<file path="src/rtl/cic_ctrl_pkg.sv">
// Shared types and constants for the CIC decimator sequencing controller.
package cic_ctrl_pkg;

  typedef enum logic [1:0] {
    IDLE   = 2'd0,
    CLEAR  = 2'd1,
    SETTLE = 2'd2,
    RUN    = 2'd3
  } cic_ctrl_state_t;

  localparam int MIN_RATIO = 2;
  localparam int CIC_ORDER = 3;

endpackage

</file>
<file path="src/rtl/cic_out_fifo2.sv">
// Two-entry output buffer between the capture point and the valid/ready consumer.
module cic_out_fifo2 #(
  parameter int W = 25
) (
  input  logic         i_clk,
  input  logic         i_reset,
  input  logic         i_flush,
  input  logic         i_push,
  input  logic         i_pop,
  input  logic [W-1:0] i_data,
  output logic [W-1:0] o_data,
  output logic         o_full,
  output logic         o_empty
);

  logic [W-1:0] r_mem [2];
  logic         r_wr_ptr;
  logic         r_rd_ptr;
  logic [1:0]   r_count;
  logic         w_do_pop;
  logic         w_do_push;

  assign o_full    = (r_count == 2'd2);
  assign o_empty   = (r_count == 2'd0);
  assign o_data    = r_mem[r_rd_ptr];
  // A pop frees the slot in the same cycle, so a full buffer can still take a push.
  assign w_do_pop  = i_pop && !o_empty;
  assign w_do_push = i_push && (!o_full || w_do_pop);

  // Storage, pointers and occupancy; flush empties the buffer without touching storage.
  always_ff @(posedge i_clk or posedge i_reset) begin
    if (i_reset) begin
      for (int i = 0; i < 2; i++) r_mem[i] <= '0;
      r_wr_ptr <= 1'b0;
      r_rd_ptr <= 1'b0;
      r_count  <= 2'd0;
    end else if (i_flush) begin
      r_wr_ptr <= 1'b0;
      r_rd_ptr <= 1'b0;
      r_count  <= 2'd0;
    end else begin
      if (w_do_push) begin
        r_mem[r_wr_ptr] <= i_data;
        r_wr_ptr        <= ~r_wr_ptr;
      end
      if (w_do_pop) r_rd_ptr <= ~r_rd_ptr;
      case ({w_do_push, w_do_pop})
        2'b10:   r_count <= r_count + 2'd1;
        2'b01:   r_count <= r_count - 2'd1;
        default: r_count <= r_count;
      endcase
    end
  end

endmodule

</file>
<file path="src/rtl/cic_decim_ctrl.sv">
// Sequencer for the modulator -> CIC decimator chain: clear, settle, decimate, deliver.
//   state  | meaning
//   IDLE   | integrators frozen, waiting for enable
//   CLEAR  | one-cycle pulse zeroing CIC integrator/comb registers
//   SETTLE | decimating, discarding start-up samples
//   RUN    | decimating, captured samples go to the output buffer
module cic_decim_ctrl import cic_ctrl_pkg::*; #(
  parameter int OUT_W          = 25,
  parameter int RATIO_W        = 10,
  parameter int DEFAULT_RATIO  = 64,
  parameter int COMB_LAT       = 1,
  parameter int SETTLE_OUTPUTS = CIC_ORDER
) (
  input  logic               i_clk,
  input  logic               i_reset,
  input  logic               i_enable,
  input  logic [RATIO_W-1:0] i_ratio_cfg,
  input  logic               i_ratio_load,
  input  logic [OUT_W-1:0]   i_cic_data,
  output logic               o_cic_clear,
  output logic               o_integ_en,
  output logic               o_comb_strobe,
  output logic [OUT_W-1:0]   o_out_data,
  output logic               o_out_valid,
  input  logic               i_out_ready,
  output logic               o_settling,
  output logic               o_overrun,
  input  logic               i_ovr_clr
);

  localparam int DISC_W = $clog2(SETTLE_OUTPUTS + 1);

  cic_ctrl_state_t    r_state;
  logic [RATIO_W-1:0] r_phase;
  logic [RATIO_W-1:0] r_ratio_q;
  logic [RATIO_W-1:0] r_ratio_pend;
  logic               r_pend;
  logic [DISC_W-1:0]  r_disc;
  logic [COMB_LAT-1:0] r_cap_sr;
  logic               r_cic_clear;
  logic               r_integ_en;
  logic               r_comb_strobe;
  logic               r_settling;
  logic               r_overrun;

  logic               w_wrap;
  logic               w_apply;
  logic               w_cap;
  logic               w_next_active;
  logic [RATIO_W-1:0] w_phase_nxt;
  logic [RATIO_W-1:0] w_ratio_nxt;
  logic               w_strobe_nxt;
  logic [RATIO_W-1:0] w_ratio_clamped;
  logic               w_flush;
  logic               w_push;
  logic               w_pop;
  logic               w_drop;
  logic               w_full;
  logic               w_empty;

  // The strobe is registered, so the wrap condition is evaluated one cycle ahead.
  assign w_wrap          = r_comb_strobe;
  assign w_apply         = w_wrap && r_pend;
  assign w_cap           = r_cap_sr[COMB_LAT-1];
  assign w_next_active   = i_enable && (r_state != IDLE);
  assign w_phase_nxt     = ((r_state == CLEAR) || w_wrap) ? '0 : r_phase + RATIO_W'(1);
  assign w_ratio_nxt     = w_apply ? r_ratio_pend : r_ratio_q;
  assign w_strobe_nxt    = w_next_active && (w_phase_nxt == w_ratio_nxt - RATIO_W'(1));
  assign w_ratio_clamped = (i_ratio_cfg < RATIO_W'(MIN_RATIO)) ? RATIO_W'(MIN_RATIO) : i_ratio_cfg;
  assign w_flush         = !i_enable && (r_state != IDLE);
  assign w_push          = w_cap && (r_state == RUN) && i_enable;
  assign w_pop           = !w_empty && i_out_ready;
  assign w_drop          = w_push && w_full && !w_pop;

  // Control FSM with registered outputs; losing enable overrides every transition.
  always_ff @(posedge i_clk or posedge i_reset) begin
    if (i_reset) begin
      r_state       <= IDLE;
      r_phase       <= '0;
      r_disc        <= '0;
      r_cic_clear   <= 1'b0;
      r_integ_en    <= 1'b0;
      r_comb_strobe <= 1'b0;
      r_settling    <= 1'b0;
    end else begin
      r_cic_clear   <= 1'b0;
      r_comb_strobe <= w_strobe_nxt;
      if (r_state != IDLE) r_phase <= w_phase_nxt;
      case (r_state)
        IDLE: begin
          if (i_enable) begin
            r_state     <= CLEAR;
            r_cic_clear <= 1'b1;
            r_settling  <= 1'b1;
          end
        end
        CLEAR: begin
          r_disc     <= DISC_W'(SETTLE_OUTPUTS);
          r_state    <= SETTLE;
          r_integ_en <= 1'b1;
        end
        SETTLE: begin
          if (w_apply) begin
            r_disc <= DISC_W'(SETTLE_OUTPUTS);
          end else if (w_cap) begin
            r_disc <= r_disc - DISC_W'(1);
            if (r_disc <= DISC_W'(1)) begin
              r_state    <= RUN;
              r_settling <= 1'b0;
            end
          end
        end
        RUN: begin
          if (w_apply) begin
            r_disc     <= DISC_W'(SETTLE_OUTPUTS);
            r_state    <= SETTLE;
            r_settling <= 1'b1;
          end
        end
        default: r_state <= IDLE;
      endcase
      if (w_flush) begin
        r_state     <= IDLE;
        r_cic_clear <= 1'b0;
        r_integ_en  <= 1'b0;
        r_settling  <= 1'b0;
      end
    end
  end

  // Ratio register: immediate in IDLE, otherwise deferred to the next decimation boundary.
  always_ff @(posedge i_clk or posedge i_reset) begin
    if (i_reset) begin
      r_ratio_q    <= RATIO_W'(DEFAULT_RATIO);
      r_ratio_pend <= RATIO_W'(DEFAULT_RATIO);
      r_pend       <= 1'b0;
    end else begin
      if (w_apply || ((r_state == IDLE) && r_pend)) begin
        r_ratio_q <= r_ratio_pend;
        r_pend    <= 1'b0;
      end
      if (i_ratio_load) begin
        r_ratio_pend <= w_ratio_clamped;
        if (r_state == IDLE) begin
          r_ratio_q <= w_ratio_clamped;
          r_pend    <= 1'b0;
        end else begin
          r_pend <= 1'b1;
        end
      end
    end
  end

  // Comb-to-data latency line; the tap marks the cycle cic_data is valid.
  always_ff @(posedge i_clk or posedge i_reset) begin
    if (i_reset)      r_cap_sr <= '0;
    else if (w_flush) r_cap_sr <= '0;
    else              r_cap_sr <= COMB_LAT'({r_cap_sr, r_comb_strobe});
  end

  // Sticky overrun; a drop in the same cycle as a clear keeps the flag set.
  always_ff @(posedge i_clk or posedge i_reset) begin
    if (i_reset)        r_overrun <= 1'b0;
    else if (w_drop)    r_overrun <= 1'b1;
    else if (i_ovr_clr) r_overrun <= 1'b0;
  end

  cic_out_fifo2 #(.W(OUT_W)) u_fifo (
    .i_clk   (i_clk),
    .i_reset (i_reset),
    .i_flush (w_flush),
    .i_push  (w_push),
    .i_pop   (w_pop),
    .i_data  (i_cic_data),
    .o_data  (o_out_data),
    .o_full  (w_full),
    .o_empty (w_empty)
  );

  assign o_cic_clear   = r_cic_clear;
  assign o_integ_en    = r_integ_en;
  assign o_comb_strobe = r_comb_strobe;
  assign o_out_valid   = !w_empty;
  assign o_settling    = r_settling;
  assign o_overrun     = r_overrun;

endmodule

</file>
<file path="config.mk">
export PLATFORM = sky130hd
export DESIGN_NAME = cic_decim_ctrl
export DESIGN_NICKNAME = d
export VERILOG_FILES = /design/src/rtl/cic_ctrl_pkg.sv /design/src/rtl/cic_out_fifo2.sv /design/src/rtl/cic_decim_ctrl.sv
export SDC_FILE = /design/constraint.sdc
export NUM_CORES = 1
export LEC_CHECK = 0
export BUFFER_PORTS_ARGS = -buffer_cell sky130_fd_sc_hd__buf_2
export CAP_MARGIN = 0
export CORE_UTILIZATION = 35
export DETAILED_ROUTE_END_ITERATION = 6
export GPL_ROUTABILITY_DRIVEN = 0
export PLACE_DENSITY = 0.62
export SLEW_MARGIN = 20
export SYNTH_ARGS = -nofsm -noshare
export SYNTH_HDL_FRONTEND = slang
export SYNTH_SLANG_ARGS = --single-unit
</file>
<file path="constraint.sdc">
create_clock -name i_clk -period 4.1 [get_ports i_clk]
set_clock_uncertainty 0.15 [all_clocks]
set_input_delay 0.205 -clock i_clk [delete_from_list [all_inputs] [get_ports i_clk]]
set_output_delay 0.205 -clock i_clk [all_outputs]
set_load 0.005 [all_outputs]
</file>
==> impl_metrics.env <==
export IMPL_mostFrequentLayoutCells="92 x dfrtp_1, 85 x mux2_2, 71 x buf_2"
export IMPL_clk_path_buf_depth=2
export IMPL_cp_max_fo=18
export IMPL_min_to="r_ratio_q[1]"
export IMPL_grt_pass1_vias=3709
export IMPL_p_switching_w=0.000738
export IMPL_cp_required_ns=4.18
export IMPL_nNetsFinal=556
export IMPL_critPathLaunch="o_comb_strobe"
export IMPL_grt_max_degree=56
export IMPL_antenna_cells=0
export IMPL_cellLeakagePower_nw=2.93
export IMPL_dp_hpwl_um=7280
export IMPL_hold_depth=3
export IMPL_synth_seq_cells=95
export IMPL_timing_rr_end="o_comb_strobe"
export IMPL_reg2regPathDepth=8
export IMPL_max_slew_margin_rel=0.388
export IMPL_worstSetupEndpointType="register"
export IMPL_yosysWarningCount=0
export IMPL_clk_pin_slew_ns=0.07
export IMPL_final_common_cell="dfrtp_1"
export IMPL_synthCells=409
export IMPL_grt_pass1_wl_um=17800
export IMPL_synthesis_area_um2=4770
export IMPL_ios=72
export IMPL_p_comb_frac=0.198
export IMPL_rsz0062_at_grt="no"
export IMPL_tns_ns=0
export IMPL_async_reset_ff_frac=1.00
export IMPL_ir_drop_uv=230
export IMPL_synth_edf_count=0
export IMPL_fmax_ghz=0.304
export IMPL_layout_min_cycle_time_ns=3.29
export IMPL_vias=3468
export IMPL_die_x_um=119
export IMPL_rr_startpoint="o_comb_strobe"
export IMPL_drtIter0Drc=129
export IMPL_synth_net_count=454
export IMPL_grt_overflow_total=0
export IMPL_crit_slowest_cell="dfrtp_1"
export IMPL_p_int_w=0.00183
export IMPL_setup_viol=0
export IMPL_io_buffers=71
export IMPL_p_seq_frac=0.453
export IMPL_dieHeight_um=119
export IMPL_drive_above_1_share=0.360
export IMPL_vias_per_cell=5.01
export IMPL_startpoint_type="register"
export IMPL_dr_pass1_iters=4
export IMPL_track_usage=0.158
export IMPL_cp_data_arrival_time_ns=3.37
export IMPL_yosysUniqueCellTypes=48
export IMPL_cts_sinks=95
export IMPL_path_delay_family="simple AND/OR/NAND/NOR gates"
export IMPL_crit_chain="nand2_2 > a21oi_2 > ha_1 > and4_1 > nand2_1 > xor3_1 > or4_1 > a2111oi_2"
export IMPL_synth_flop_cell="dfrtp_1"
export IMPL_syn_avg_cell_area_um2=11.7
export IMPL_maxCapViolations=0
export IMPL_cts_tree="yes"
export IMPL_critPathKind="reg2reg"
export IMPL_power_frac_clock=0.349
export IMPL_synth_seq_area_share=0.499
export IMPL_antenna_found_initial=0
export IMPL_row_count=42
export IMPL_initial_core_util=0.359
export IMPL_min_delay_start="i_ratio_cfg[1]"
export IMPL_htree_levels=3
export IMPL_fin_crit_sh=0.802
export IMPL_ant_nets=0
export IMPL_drc_errors=0
export IMPL_coreArea_um2=13300
export IMPL_r2r_slack_ns=0.81
export IMPL_power_density_nw_per_um2=429
export IMPL_maxSlewViolCount=0
export IMPL_min_path_type="in2reg"
export IMPL_totalWireLength_um=10400
export IMPL_status="finished clean"
export IMPL_clk_latency_ns=0.34
export IMPL_cpPeakStageDelay_ns=0.59
export IMPL_synthToLayoutAreaGrowth_pct=25.2
export IMPL_power_w=0.00257
export IMPL_cts_root_buffer="clkbuf_16"
export IMPL_dieArea_um2=14100
export IMPL_hold_violations=0
export IMPL_switching_share=0.288
export IMPL_tightest_slew_ns=0.917
export IMPL_cts_buffers=9
export IMPL_wl_per_cell_um=15.0
export IMPL_path_buf_inv=0
[worst max path at each step]
stage	end	slack (ns)	cells after the start
2_1_floorplan	o_comb_strobe	1.03	9
5_1_grt	o_comb_strobe	0.60	8
4_1_cts	o_comb_strobe	0.84	8
6_report	o_comb_strobe	0.81	8
3_3_place_gp	o_comb_strobe	1.0	7
3_5_place_dp	o_comb_strobe	0.86	8
[registers in the layout (all words and copies together) (netlist names), 2 cells and up]
register and count:
r_ratio_pend 10, u_fifo.r_mem 50, r_disc 2, r_state 2, r_phase 10, r_ratio_q 10
u_fifo.r_count 2
[worst register-to-register path: stages (launching register included)]
cell	delay, ns
dfrtp_1	0.59
nand2_2	0.38
a21oi_2	0.35
ha_1	0.26
and4_1	0.29
nand2_1	0.08
xor3_1	0.18
or4_1	0.55
a2111oi_2	0.35
[cells by family after synthesis]
kind of cell | Yosys count | synth area share
xor gates and xnor gates | 26 | 0.0537
AOI/OAI and AO/OA | 64 | 0.0855
and+or+nand+nor | 89 | 0.0883
muxes | 104 | 0.240
DFF | 95 | 0.499
adders and majority gates | 4 | 0.0105
buffers and inverters | 27 | 0.0231
[routing by layer]
metal,vias to the layer above,GRT usage,part of all wire
met5,-,0,0
met4,0,0.0688,0.021
met2,75,0.269,0.49
li1,1669,-,-
met1,1709,0.191,0.44
met3,15,0.0328,0.044
[cell type report]
type                    count  area [µm²]
repair buffers            110         736
clock buffers               9         225
well taps                 176         220
flip-flops and latches     95        2380
multi-input cells         287        2290
fillers                  1226        7320
inverters                   8        31.3
clock inverters             7        96.3
[power by group through the flow]
stage	clock network, W	logic (W)	registers, W
6_report	0.000894	0.000508	0.00116
5_1_grt	0.000949	0.000571	0.00118
4_1_cts	0.000918	0.000512	0.00116
3_5_place_dp	0	0.000483	0.00118
3_3_place_gp	0	0.000468	0.00118
2_1_floorplan	0	0.000418	0.00109
[cells in the mapped netlist (all sizes together) (4+ instances only)]
master | n | area (µm²)
inv | 8 | 30.0
nor3 | 5 | 25.0
clkbuf | 11 | 41.3
nor2b | 4 | 25.0
xnor2 | 14 | 123
mux2i | 19 | 190
nand2 | 24 | 92.6
o31ai | 5 | 37.5
nand3 | 5 | 25.0
nand4 | 5 | 31.3
xor2 | 10 | 87.6
ha | 4 | 50.1
nor2 | 32 | 120
a21oi | 20 | 104
dfrtp | 93 | 2330
mux2 | 85 | 957
o21ai | 19 | 95.1
buf | 8 | 38.8
[metrics by stage]
stage                     std cells  hold WS (ns)  cell area, µm²  worst slack [ns]   util
final                           692        0.0330            5980             0.810  0.450
after global routing            692        0.0519            5980             0.603  0.450
after CTS                       692        0.0150            5980             0.838  0.450
after detailed placement        641         0.270            5310             0.862  0.399
after global placement          641         0.256            5300             0.998  0.399
after floorplan                 409         0.158            4770              1.03      -
[what timing repair did]
action,CTS,global route
hold endpoints to repair,117,0
setup buffers,0,0
hold buffers,35,0
gates resized for setup,0,0
Power figures use the tool's default switching activity.
